===== config.mk =====
export PLATFORM = sky130hd
export DESIGN_NAME = bcd_down_timer
export DESIGN_NICKNAME = d
export VERILOG_FILES = /design/src/rtl/bcd_down_timer.sv
export SDC_FILE = /design/constraint.sdc
export NUM_CORES = 1
export LEC_CHECK = 0
export CAP_MARGIN = 5
export CELL_PAD_IN_SITES_DETAIL_PLACEMENT = 0
export CELL_PAD_IN_SITES_GLOBAL_PLACEMENT = 1
export CORE_MARGIN = 2
export CORE_UTILIZATION = 28
export CTS_BUF_LIST = sky130_fd_sc_hd__clkbuf_8
export DETAILED_ROUTE_END_ITERATION = 7
export PLACE_DENSITY = 0.72
export SETUP_SLACK_MARGIN = 0.5
export SLEW_MARGIN = 20
export SYNTH_ARGS = -nofsm -noshare
export SYNTH_HDL_FRONTEND = slang
export SYNTH_SLANG_ARGS = --single-unit

===== constraint.sdc =====
create_clock -name CLK -period 1.5 [get_ports CLK]
set_input_delay 0.3 -clock CLK [delete_from_list [all_inputs] [get_ports CLK]]
set_output_delay 0.3 -clock CLK [all_outputs]
set_load 0.02 [all_outputs]

===== src/rtl/bcd_down_timer.sv =====
`default_nettype none
// ============================================================================
// Module   : bcd_down_timer
// Brief    : Cascadable N-digit BCD down-counter with load, enable, terminal
//            count pulse and DONE/BUSY status. Define BCD_DOWN_AUTORELOAD_EN
//            to reload the preset on reaching zero instead of stopping.
// Revision : 1.0 - initial release
// ============================================================================
module bcd_down_timer #(
    parameter int NDIGITS = 2
) (
    input  logic                   CLK,
    input  logic                   MR,
    input  logic                   Load,
    input  logic                   Enable,
    input  logic [4*NDIGITS-1:0]   P,
    output logic [4*NDIGITS-1:0]   Q,
    output logic                   TC,
    output logic                   Done,
    output logic                   Busy
);

    localparam int         c_W        = 4 * NDIGITS;
    localparam logic [1:0] c_ST_IDLE  = 2'd0;
    localparam logic [1:0] c_ST_RUN   = 2'd1;
    localparam logic [1:0] c_ST_PAUSE = 2'd2;
    localparam logic [1:0] c_ST_DONE  = 2'd3;

    logic [1:0]     r_state;
    logic [1:0]     w_state_nxt;
    logic [c_W-1:0] r_q;
    logic [c_W-1:0] w_q_nxt;
    logic           r_tc;
    logic           w_tc_nxt;
    logic [c_W-1:0] w_p_clamp;
    logic [c_W-1:0] w_dec;
`ifdef BCD_DOWN_AUTORELOAD_EN
    logic [c_W-1:0] r_reload;
    logic [c_W-1:0] w_reload_nxt;
`endif

    // Out-of-range preset digits saturate at 9 so Q stays valid BCD.
    always_comb begin
        w_p_clamp = '0;
        for (int i = 0; i < NDIGITS; i++) begin
            w_p_clamp[4*i +: 4] = (P[4*i +: 4] > 4'd9) ? 4'd9 : P[4*i +: 4];
        end
    end

    // Ripple borrow: a digit steps only when every lower digit is zero.
    always_comb begin : p_dec
        logic       v_borrow;
        logic [3:0] v_d;
        w_dec    = '0;
        v_borrow = 1'b1;
        for (int i = 0; i < NDIGITS; i++) begin
            v_d = r_q[4*i +: 4];
            if (v_borrow) begin
                w_dec[4*i +: 4] = (v_d == 4'd0) ? 4'd9 : (v_d - 4'd1);
            end else begin
                w_dec[4*i +: 4] = v_d;
            end
            v_borrow = v_borrow & (v_d == 4'd0);
        end
    end

    always_ff @(posedge CLK) begin
        if (MR) begin
            r_state  <= c_ST_IDLE;
            r_q      <= '0;
            r_tc     <= 1'b0;
`ifdef BCD_DOWN_AUTORELOAD_EN
            r_reload <= '0;
`endif
        end else begin
            r_state  <= w_state_nxt;
            r_q      <= w_q_nxt;
            r_tc     <= w_tc_nxt;
`ifdef BCD_DOWN_AUTORELOAD_EN
            r_reload <= w_reload_nxt;
`endif
        end
    end

    always_comb begin
        w_state_nxt  = r_state;
        w_q_nxt      = r_q;
        w_tc_nxt     = 1'b0;
`ifdef BCD_DOWN_AUTORELOAD_EN
        w_reload_nxt = r_reload;
`endif
        if (Load) begin
            w_q_nxt     = w_p_clamp;
            w_state_nxt = (w_p_clamp == '0) ? c_ST_DONE : c_ST_RUN;
`ifdef BCD_DOWN_AUTORELOAD_EN
            w_reload_nxt = w_p_clamp;
`endif
        end else begin
            case (r_state)
                c_ST_RUN, c_ST_PAUSE: begin
                    if (Enable) begin
                        if (w_dec == '0) begin
                            w_tc_nxt = 1'b1;
`ifdef BCD_DOWN_AUTORELOAD_EN
                            w_q_nxt     = r_reload;
                            w_state_nxt = (r_reload == '0) ? c_ST_DONE : c_ST_RUN;
`else
                            w_q_nxt     = '0;
                            w_state_nxt = c_ST_DONE;
`endif
                        end else begin
                            w_q_nxt     = w_dec;
                            w_state_nxt = c_ST_RUN;
                        end
                    end else begin
                        w_state_nxt = c_ST_PAUSE;
                    end
                end
                default: begin
                    w_state_nxt = r_state;
                end
            endcase
        end
    end

    always_comb begin
        Q    = r_q;
        TC   = r_tc;
        Done = (r_state == c_ST_DONE);
        Busy = (r_state == c_ST_RUN) || (r_state == c_ST_PAUSE);
    end

endmodule
`default_nettype wire


=== Word level (Yosys, flattened, before mapping) ===
Index checks and enable logic that the tools add are counted.
Widths: inputs -> output; s select.

* Bits in registers: 11
* Bits in latches: 0
* Bits in writable memories: 0
* Memory bits (read-only): 0
* Input port bits: 12
* Output and inout bits: 11
* Memories kept: 0

* Add/subtract/negate cells: 2
* $mul: 0
* Div/mod/pow operators: 0
* $lt $le $gt $ge: 2
* Eq/ne operators: 3
* Shifts and indexed selects: 0
* Mux-type cells: 15
* Bitwise gates (word level): 2
* Reductions and logical operators: 10

{| class="wikitable"
|+ Operators by type and width
! kind !! number
|-
| $mux 8 || 4
|-
| $mux 4 || 5
|-
| $logic_not 8->1 || 2
|-
| $mux 2 || 5
|-
| $gt 4x4->1 const B || 2
|-
| $logic_not 4->1 || 2
|-
| $sub 4x1->4 const B || 2
|-
| $eq 2x2->1 const B || 2
|-
| $reduce_bool 2->1 || 2
|-
| $reduce_or 4->1 || 1
|-
| $eq 2x1->1 const B || 1
|-
| $not 1->1 || 2
|-
| $reduce_and 2->1 || 1
|-
| $reduce_or 2->1 || 1
|-
| $logic_or 1x1->1 || 1
|-
| $mux 1 || 1
|}

=== Longest topological paths before layout ===
Gate-level depths: netlist (run 1).

* Depth in word-level cells: 8
* Mapped depth: 5
* Depth with buffers taken out: 5

=== Worst setup path after synthesis (run 1) ===
No wires, ideal clock.

* Kind: register to register
* From: register r_state[0]
* To: register r_q[4] (netlist: Q[4])
* Arrival: 1634 ps
* Data required time: 1385 ps
* Slack: -249 ps
* Cell stages (with the launch flop): 6
* Period minus slack after synthesis: 1749 ps
* Cell sequence: dfxtp_1 ha_1 nand3b_1 nor4_1 xor2_1 o21a_1

* Longest elaborated chain between the ends: 4
* Elaborated cells between the ends (all ways): 5
* Those cells by class: eq/ne (2); reduce/logical (3)

{| class="wikitable"
|+ Ends and longest elaborated chain
! what !! line !! source
|-
| from (decl) || 29 || <nowiki>logic [1:0] r_state;</nowiki>
|-
| from (signal assigned) || 69 || <nowiki>r_state <= c_ST_IDLE;</nowiki>
|-
| from (signal assigned) || 76 || <nowiki>r_state <= w_state_nxt;</nowiki>
|-
| $eq 2x1->1 / $eq 2x2->1 (equally long branches) || 99 || <nowiki>case (r_state)</nowiki>
|-
| $reduce_or 2->1 (*) || 99 ||
|-
| $reduce_bool 2->1 (no source line) (*) || n/a ||
|-
| $reduce_and 2->1 (no source line) (*) || n/a ||
|-
| to (signal assigned) || 77 || <nowiki>r_q <= w_q_nxt;</nowiki>
|-
| to (decl) || 31 || <nowiki>logic [c_W-1:0] r_q;</nowiki>
|}

Every way passes the cells marked *; elsewhere a longest branch is shown, timed or not.
A chain may end at the register's enable or synchronous reset.

=== Final worst setup path (run 1) ===
* From: register r_state[1]
* To: register r_q[5] (netlist: Q[5])

Same word-level chain as after synthesis.

==> results of run 1 <==
power groups by stage:
stage          Combinational [W]  Clock [W]  Sequential (W)
2_1_floorplan           0.000114          0        0.000364
3_3_place_gp            0.000272          0        0.000338
3_5_place_dp            0.000274          0        0.000338
4_1_cts                 0.000324   0.000298        0.000335
5_1_grt                 0.000391   0.000313        0.000337
6_report                0.000365   0.000295        0.000335
metal layers:
layer / track usage / vias to the layer above / share of wire
met4: 0.0417 / 0 / 0.013
met1: 0.227 / 356 / 0.44
li1: - / 362 / -
met2: 0.254 / 18 / 0.51
met3: 0.0268 / 4 / 0.035
met5: 0 / - / 0
registers in the layout (all words and copies together), names as in the netlist:
signal,flops
Q,8
TC,1
r_state,2
synthesized netlist by cell type:
cell type   n
nand2b_1    1
clkbuf_1    2
nor3b_1     1
nor2b_1     1
o31a_2      1
dfxtp_1    11
a22oi_1     1
nor4_1      4
a221oi_1    1
o41ai_1     1
ha_1        1
o311ai_0    1
a311oi_1    2
o21ai_0     4
nor4bb_1    1
a22o_1      1
xor2_1      1
nand3b_1    3
nor3_1      4
nor4_4      1
a211oi_2    1
a21oi_1     4
nor2_1      7
or4_4       1
xnor2_1     1
nand2_1     3
o21a_1      2
a31oi_1     2
a211oi_1    1
inv_1       4
worst max-delay path, stage by stage (launching register included):
cell	delay (ps)
dfxtp_2	330
ha_4	280
nand3b_1	90
buf_6	160
buf_4	140
o41ai_2	330
a22o_1	180
stage by stage:
| stage | cells | setup WS (ps) |
|---|---|---|
| 6_report | 144 | -77.5 |
| 5_1_grt | 144 | -119 |
| 3_3_place_gp | 130 | -130 |
| 2_1_floorplan | 69 | -36.6 |
| 4_1_cts | 139 | 22.3 |
| 3_5_place_dp | 130 | -161 |
cell families (layout without fill, tap and decap cells):
group | Yosys count | count (layout) | share of synthesized area
AND/OR/NAND/NOR | 27 | 27 | 0.280
XOR/XNOR | 2 | 2 | 0.0293
flip-flops | 11 | 11 | 0.368
adder cells (fa/ha/maj) | 1 | 1 | 0.0209
buffers and inverters | 6 | 54 | 0.0377
AO/OA/AOI/OAI | 22 | 22 | 0.264
what timing repair did:
item	in CTS	in global routing
pin swaps	5	3
setup endpoints to repair	22	21
hold endpoints to repair	0	0
gates resized for setup	78	13
setup buffers	5	5
area by class of cell:
| class | count | area [µm²] |
|---|---|---|
| Fill cell | 169 | 786 |
| Multi-Input combinational cell | 52 | 438 |
| Timing Repair Buffer | 46 | 424 |
| Sequential cell | 11 | 240 |
| Clock buffer | 3 | 41.3 |
| Tap cell | 27 | 33.8 |
| Inverter | 4 | 15.0 |
| Clock inverter | 1 | 3.75 |
worst max path at each step:
stage / to / slack [ps] / cells after the start
2_1_floorplan: Q[3] / -40 / 5
3_3_place_gp: Q[4] / -130 / 6
3_5_place_dp: Q[1] / -160 / 6
4_1_cts: Q[5] / 20 / 4
5_1_grt: Q[5] / -120 / 6
6_report: Q[5] / -80 / 6
==> results.sh, run 1 <==
export IMPL_status="complete, but fails checks"
export IMPL_failed_checks="negative setup slack"
export IMPL_drc_errors=0
export IMPL_vias=740
export IMPL_cap_violations=0
export IMPL_cts_sinks=11
export IMPL_synth_cell_types=30
export IMPL_cp_arrival_ps=1750
export IMPL_power_switching_w=0.000301
export IMPL_yosys_top_cells_area="dfxtp_1, nor2_1, nor4_1, nand3b_1, nor4_4"
export IMPL_slew_headroom=0.792
export IMPL_cts_buffers=3
export IMPL_nNetsFinal=131
export IMPL_die_y_um=50.2
export IMPL_worstHoldPathCells=4
export IMPL_cts_tree="built"
export IMPL_grt_setup_unrepaired="yes"
export IMPL_ys_seq_elements=11
export IMPL_fin_util=0.604
export IMPL_syn_inst=69
export IMPL_clock_latency_ps=230
export IMPL_avgSynthCellArea_um2=8.67
export IMPL_initial_core_util=0.302
export IMPL_dieArea_um2=2520
export IMPL_hold_slack_ps=472
export IMPL_combPwrFrac=0.367
export IMPL_clockRootBuffer="clkbuf_8"
export IMPL_ctsHoldBuffers=0
export IMPL_dr_pass1_iters=4
export IMPL_layout_drive_gt1_share=0.530
export IMPL_routedWlPerCell_um=14.1
export IMPL_p_sw_frac=0.302
export IMPL_layout_common_cells="buf_4, buf_6, clkdlybuf4s50_1"
export IMPL_ff2ff_setup_slack_ps=-80
export IMPL_min_delay_start="Enable"
export IMPL_syn_area_um2=598
export IMPL_start_kind="register"
export IMPL_synth_fp_nets=82
export IMPL_place_area_um2=981
export IMPL_ys_seq_area_frac=0.368
export IMPL_path_class="reg -> reg"
export IMPL_total_power_w=0.000994
export IMPL_period_needed_ps=1580
export IMPL_power_frac_clock=0.297
export IMPL_r2r_cells=6
export IMPL_cts_max_path_buffers=2
export IMPL_reg2reg_from="r_state[1]"
export IMPL_reg2reg_to="Q[5]"
export IMPL_grt_start_max_net_pins=12
export IMPL_finish_instance_area_um2=1200
export IMPL_grt_overflow_total=0
export IMPL_yosysTopAreaCell="dfxtp_1"
export IMPL_area_growth_syn_to_layout_pct=100
export IMPL_ios=23
export IMPL_avgViaCountPerCell=5.14
export IMPL_crit_start="r_state[1]"
export IMPL_ant_nets=0
export IMPL_grt_util_all_layers=0.161
export IMPL_yosysWarnings=0
export IMPL_worst_pin_slew_ps=308
export IMPL_final_period_utilization=1.05
export IMPL_p_int_w=0.000694
export IMPL_grt_pass1_wl_um=3110
export IMPL_die_x_um=50.2
export IMPL_power_share_sequential=0.337
export IMPL_ir_worst_vdd_uv=446
export IMPL_htreeDepth=1
export IMPL_drt_iter0_markers=19
export IMPL_final_hold_viol_count=0
export IMPL_synth_top_area_frac=0.368
export IMPL_antenna_found_initial=0
export IMPL_cp_end_kind="register"
export IMPL_required_ps=1670
export IMPL_power_leakage_nw=0.504
export IMPL_hpwl_um=1320
export IMPL_core_area_um2=1980
export IMPL_clkTransAtPathRegs_ps=50
export IMPL_finalWirelength_um=2030
export IMPL_setup_tns_ps=-77.5
export IMPL_layout_commonest_cell="buf_4"
export IMPL_crit_fanout=8
export IMPL_grt_pass1_vias=650
export IMPL_worst_slack_ps=-77.5
export IMPL_max_clock_freq_mhz=634
export IMPL_portBuffers=22
export IMPL_hp_class="in -> reg"
export IMPL_antenna_cells_inserted=0
export IMPL_finClkSkew_ps=0.716
export IMPL_drv_slew=0
export IMPL_gp_congestion=0.825
export IMPL_p_per_area_nw_per_um2=831
export IMPL_setup_viol=1
export IMPL_min_to="Q[0]"
export IMPL_rows=16
No activity file was read; power rests on OpenSTA's default activity.
==> run 2, diff against run 1 <==
--- a/config.mk
+++ b/config.mk
@@ -9,10 +9,10 @@
 export CELL_PAD_IN_SITES_DETAIL_PLACEMENT = 0
 export CELL_PAD_IN_SITES_GLOBAL_PLACEMENT = 1
 export CORE_MARGIN = 2
-export CORE_UTILIZATION = 28
+export CORE_UTILIZATION = 31
 export CTS_BUF_LIST = sky130_fd_sc_hd__clkbuf_8
 export DETAILED_ROUTE_END_ITERATION = 7
-export PLACE_DENSITY = 0.72
+export PLACE_DENSITY = 0.76
 export SETUP_SLACK_MARGIN = 0.5
 export SLEW_MARGIN = 20
 export SYNTH_ARGS = -nofsm -noshare
==> constraint.sdc (replaced) <==
create_clock -name CLK -period 1.7 [get_ports CLK]
set_input_delay 0.34 -clock CLK [delete_from_list [all_inputs] [get_ports CLK]]
set_output_delay 0.34 -clock CLK [all_outputs]
set_load 0.02 [all_outputs]
==> run 2 against run 1 <==
  * The flow now finishes without violations
  * Non-clock buffer count down 14
  * Critical endpoint unchanged
  * Sequential share of layout area up 2.6 points
  * Fmax up 4.1%
  * Cell count down 11%
  * Critical path type unchanged
  * Sequential power down 11%
  * Hold slack better by 77 ps
  * Total power down 19%
  * Highest routed layer unchanged
==> results.sh, run 2 (same netlist as run 1, synthesis figures left out) <==
export IMPL_final_period_utilization=0.891
export IMPL_drv_slew=0
export IMPL_antenna_cells_inserted=0
export IMPL_setup_viol=0
export IMPL_finalWirelength_um=1950
export IMPL_dieArea_um2=2300
export IMPL_slew_headroom=0.776
export IMPL_clock_latency_ps=230
export IMPL_drt_iter0_markers=10
export IMPL_hpwl_um=1350
export IMPL_power_leakage_nw=0.402
export IMPL_avgViaCountPerCell=5.45
export IMPL_core_area_um2=1760
export IMPL_grt_setup_unrepaired="yes"
export IMPL_regArea_um2=236
export IMPL_cp_arrival_ps=1640
export IMPL_crit_buf_inv=0
export IMPL_crit_family="simple AND/OR/NAND/NOR gates"
export IMPL_dr_pass1_iters=4
export IMPL_layout_drive_gt1_share=0.456
export IMPL_finClkSkew_ps=5.44
export IMPL_vias=697
export IMPL_cts_tree="built"
export IMPL_cts_sinks=11
export IMPL_final_hold_viol_count=0
export IMPL_path_class="reg -> reg"
export IMPL_min_to="Q[0]"
export IMPL_ctsHoldBuffers=0
export IMPL_grt_overflow_total=0
export IMPL_portBuffers=22
export IMPL_area_growth_syn_to_layout_pct=74.1
export IMPL_p_sw_frac=0.309
export IMPL_cts_max_path_buffers=2
export IMPL_combPwrFrac=0.314
export IMPL_r2r_cells=4
export IMPL_reg2reg_to="Q[5]"
export IMPL_grt_start_max_net_pins=11
export IMPL_worstHoldPathCells=2
export IMPL_cap_violations=0
export IMPL_power_frac_clock=0.318
export IMPL_path_cells="or4_4, o21ai_1, o41ai_2, a22o_1"
export IMPL_die_x_um=47.9
export IMPL_ant_nets=0
export IMPL_routedWlPerCell_um=15.3
export IMPL_power_share_sequential=0.368
export IMPL_start_kind="register"
export IMPL_layout_common_cells="clkdlybuf4s50_1, buf_4, nor2_1, buf_2, buf_6"
export IMPL_period_needed_ps=1510
export IMPL_nNetsFinal=117
export IMPL_fin_util=0.590
export IMPL_status="finished, final reports clean"
export IMPL_clkTransAtPathRegs_ps=50
export IMPL_die_y_um=47.9
export IMPL_power_switching_w=0.000249
export IMPL_grt_pass1_vias=644
export IMPL_hp_class="reg -> reg"
export IMPL_drc_errors=0
export IMPL_fillerInstances=189
export IMPL_slowest_delay_ps=580
export IMPL_worst_pin_slew_ps=332
export IMPL_ir_worst_vdd_uv=499
export IMPL_cts_buffers=3
export IMPL_grt_pass1_wl_um=2920
export IMPL_multi_input_comb_area_um2=442
export IMPL_reg2reg_from="Q[3]"
export IMPL_antenna_found_initial=0
export IMPL_largest_register_ffs=8
export IMPL_min_delay_start="Q[0]"
export IMPL_max_clock_freq_mhz=660
export IMPL_required_ps=1820
export IMPL_slowest_stage="or4_4"
export IMPL_clockRootBuffer="clkbuf_8"
export IMPL_hold_slack_ps=549
export IMPL_crit_fanout=5
export IMPL_cp_end_kind="register"
export IMPL_initial_core_util=0.339
export IMPL_layout_commonest_cell="clkdlybuf4s50_1"
export IMPL_rows=15
export IMPL_ios=23
export IMPL_grt_util_all_layers=0.185
export IMPL_crit_start="Q[3]"
export IMPL_htreeDepth=1
export IMPL_p_int_w=0.000557
export IMPL_gp_congestion=0.780
export IMPL_crit_cells=4
export IMPL_p_per_area_nw_per_um2=774
export IMPL_ff2ff_setup_slack_ps=190
run 2: worst max-delay path by stage:
stage | slack, ps | endpoint
finish | 190 | Q[5]
global route | 120 | r_state[1]
CTS | 190 | r_state[1]
detailed placement | -9 | Q[1]
global placement | 20 | Q[3]
floorplan | 160 | Q[3]
run 2: layout make-up:
class	count	share of cell area
tap	25	0.0300
inverter	4	0.0144
clock inverter	1	0.00361
timing repair buffer	32	0.261
multi-input combinational	52	0.424
sequential	11	0.227
clock buffer	3	0.0397
run 2: power by group through the flow:
stage / logic, W / registers [W] / clock network, W
3_3_place_gp: 0.000217 / 0.000304 / 0
3_5_place_dp: 0.000220 / 0.000304 / 0
5_1_grt: 0.000269 / 0.000300 / 0.000281
4_1_cts: 0.000235 / 0.000296 / 0.000266
2_1_floorplan: 0.000101 / 0.000321 / 0
6_report: 0.000253 / 0.000297 / 0.000256
run 2: metal layers:
layer	global-route usage	part of all wire	up-vias
met1	0.242	0.46	342
met4	0.0649	0.010	0
met5	0	0	-
li1	-	-	337
met2	0.312	0.50	16
met3	0.0226	0.029	2
run 2: repair_timing:
item / in CTS / in global routing
pin swaps: 6 / 2
gates resized for setup: 60 / 11
gates cloned: 0 / 1
setup endpoints to repair: 21 / 15
buffers inserted: 2 / 0
run 2: per-stage QoR:
stage | setup WS [ps] | TNS (ps) | cells | area, µm² | total power [W]
2_1_floorplan | 163 | 0 | 69 | 629 | 0.000422
3_3_place_gp | 17.8 | 0 | 121 | 926 | 0.000521
3_5_place_dp | -8.89 | -11.9 | 121 | 926 | 0.000524
4_1_cts | 185 | 0 | 127 | 1010 | 0.000797
5_1_grt | 121 | 0 | 128 | 1040 | 0.000850
6_report | 185 | 0 | 128 | 1040 | 0.000806
run 2: worst register-to-register path, cell delays in order (launching register included):
cell and delay (ps):
dfxtp_4 340, or4_4 580, o21ai_1 190, o41ai_2 90
a22o_1 210
==> run 3, diff against run 2 <==
--- a/config.mk
+++ b/config.mk
@@ -12,7 +12,7 @@
 export CORE_UTILIZATION = 31
 export CTS_BUF_LIST = sky130_fd_sc_hd__clkbuf_8
 export DETAILED_ROUTE_END_ITERATION = 7
-export PLACE_DENSITY = 0.76
+export PLACE_DENSITY = 0.88
 export SETUP_SLACK_MARGIN = 0.5
 export SLEW_MARGIN = 20
 export SYNTH_ARGS = -nofsm -noshare
==> run 3 against run 2 <==
  * Non-clock buffer count unchanged
  * Hold slack got worse by 85 ps
  * Final area decreased by 0.72%
  * Via count decreased by 6.6%
  * Highest routed layer unchanged
  * Setup slack improved by 30 ps
  * Fmax increased by 2.0%
  * Clock skew decreased by 1.8 ps
  * Core utilization decreased by 0.43 points
  * Register-to-register slack improved by 30 ps
  * First-iteration DRC count increased by 50%
==> results.sh, run 3 (same netlist as run 1, synthesis figures left out) <==
export IMPL_status="finished, final reports clean"
export IMPL_required_ps=1860
export IMPL_r2r_cells=4
export IMPL_drc_errors=0
export IMPL_layout_drive_gt1_share=0.466
export IMPL_grt_pass1_vias=597
export IMPL_p_per_area_nw_per_um2=783
export IMPL_clock_latency_ps=240
export IMPL_die_y_um=47.9
export IMPL_place_area_um2=911
export IMPL_portBuffers=22
export IMPL_setup_worst_path_end="Q[7]"
export IMPL_post_place_ws_ps=-20.6
export IMPL_dr_pass1_iters=4
export IMPL_ant_nets=0
export IMPL_reg2reg_to="Q[7]"
export IMPL_cts_sinks=11
export IMPL_clockRootBuffer="clkbuf_8"
export IMPL_vias=651
export IMPL_grt_setup_unrepaired="yes"
export IMPL_cp_end_kind="register"
export IMPL_rows=15
export IMPL_layout_commonest_cell="buf_4"
export IMPL_setup_viol=0
export IMPL_die_x_um=47.9
export IMPL_path_class="reg -> reg"
export IMPL_cts_tree="built"
export IMPL_area_growth_syn_to_layout_pct=72.8
export IMPL_antenna_cells_inserted=0
export IMPL_hold_slack_ps=464
export IMPL_core_area_um2=1760
export IMPL_initial_core_util=0.339
export IMPL_power_leakage_nw=0.421
export IMPL_dieArea_um2=2300
export IMPL_antenna_found_initial=0
export IMPL_fillerInstances=170
export IMPL_clkTransAtPathRegs_ps=60
export IMPL_hp_class="in -> reg"
export IMPL_slowest_stage="or4_4"
export IMPL_ir_worst_vdd_uv=326
export IMPL_cts_buffers=3
export IMPL_reg2reg_from="Q[1]"
export IMPL_crit_start="Q[1]"
export IMPL_path_cells="or4_4, nor4_4, xnor2_1, a211oi_2"
export IMPL_worst_slack_ps=215
export IMPL_layout_common_cells="buf_4, clkdlybuf4s50_1, buf_2"
export IMPL_routedWlPerCell_um=13.3
export IMPL_drt_iter0_markers=15
export IMPL_start_kind="register"
export IMPL_cap_violations=0
export IMPL_nNetsFinal=117
export IMPL_final_period_utilization=0.873
export IMPL_avgViaCountPerCell=5.09
export IMPL_ff2ff_setup_slack_ps=220
export IMPL_final_hold_viol_count=0
export IMPL_crit_fanout=5
export IMPL_grt_pass1_wl_um=2660
export IMPL_finClkSkew_ps=3.62
export IMPL_htreeDepth=1
export IMPL_largest_register_ffs=8
export IMPL_finish_instance_area_um2=1030
export IMPL_slew_headroom=0.796
export IMPL_cp_arrival_ps=1640
export IMPL_grt_util_all_layers=0.165
export IMPL_gp_congestion=0.787
export IMPL_cts_max_path_buffers=2
export IMPL_worst_pin_slew_ps=303
export IMPL_setup_tns_ps=0
export IMPL_max_clock_freq_mhz=674
export IMPL_drv_slew=0
export IMPL_ios=23
export IMPL_finalWirelength_um=1700
export IMPL_period_needed_ps=1480
export IMPL_grt_start_max_net_pins=9
export IMPL_grt_overflow_total=0
export IMPL_slowest_delay_ps=580
==> run 3: final cells by class <==
type	instances	area [µm²]	area share
multi-input cells	52	434	0.420
repair buffers	32	267	0.258
flip-flops and latches	11	241	0.234
clock buffers	3	41.3	0.0400
well taps	25	31.3	0.0303
inverters	4	15.0	0.0145
clock inverters	1	3.75	0.00363
==> run 3: worst min-delay path by stage <==
stage,cells after the start,endpoint,slack (ps),start
final,3,TC,460,Enable
after global routing,3,TC,490,Enable
after CTS,2,Q[0],530,Q[0]
after detailed placement,2,Q[0],530,Q[0]
after global placement,2,Q[0],530,Q[0]
after floorplan,1,Q[5],470,P[5]
==> run 3: what timing repair did <==
action                     CTS  global route
resized for setup           60            13
hold buffers                 0             0
pin swaps                    6             5
setup endpoints to repair   21            14
setup buffers                3             2
==> run 3: worst max-delay path, delay by kind of cell (launching register included) <==
family,cells,cell delay [ps]
flip-flops,1,340
AND/OR/NAND/NOR,2,740
XOR/XNOR,1,110
AO/OA/AOI/OAI,1,200
==> run 3: per-layer routing <==
metal  track usage  vias to the layer above  wire length, µm
met5             0                        -                0
met4        0.0865                        0               19
met3        0.0151                        2               91
met2         0.237                       25              759
met1         0.240                      289              832
li1              -                      335                -
==> run 3: metrics by stage <==
| step | std cells | util | total power (W) |
|---|---|---|---|
| floorplan | 69 | - | 0.000422 |
| global placement | 119 | 0.516 | 0.000516 |
| detailed placement | 119 | 0.516 | 0.000518 |
| CTS | 126 | 0.560 | 0.000785 |
| global route | 128 | 0.586 | 0.000842 |
| finish | 128 | 0.586 | 0.000809 |
==> run 3: report_power, final <==
| group | total, W | switching (W) | internal, W |
|---|---|---|---|
| combinational | 0.000244 | 0.000122 | 0.000122 |
| sequential | 0.000301 | 0.0000248 | 0.000277 |
| clock | 0.000263 | 0.000104 | 0.000159 |
| total | 0.000809 | 0.000251 | 0.000558 |
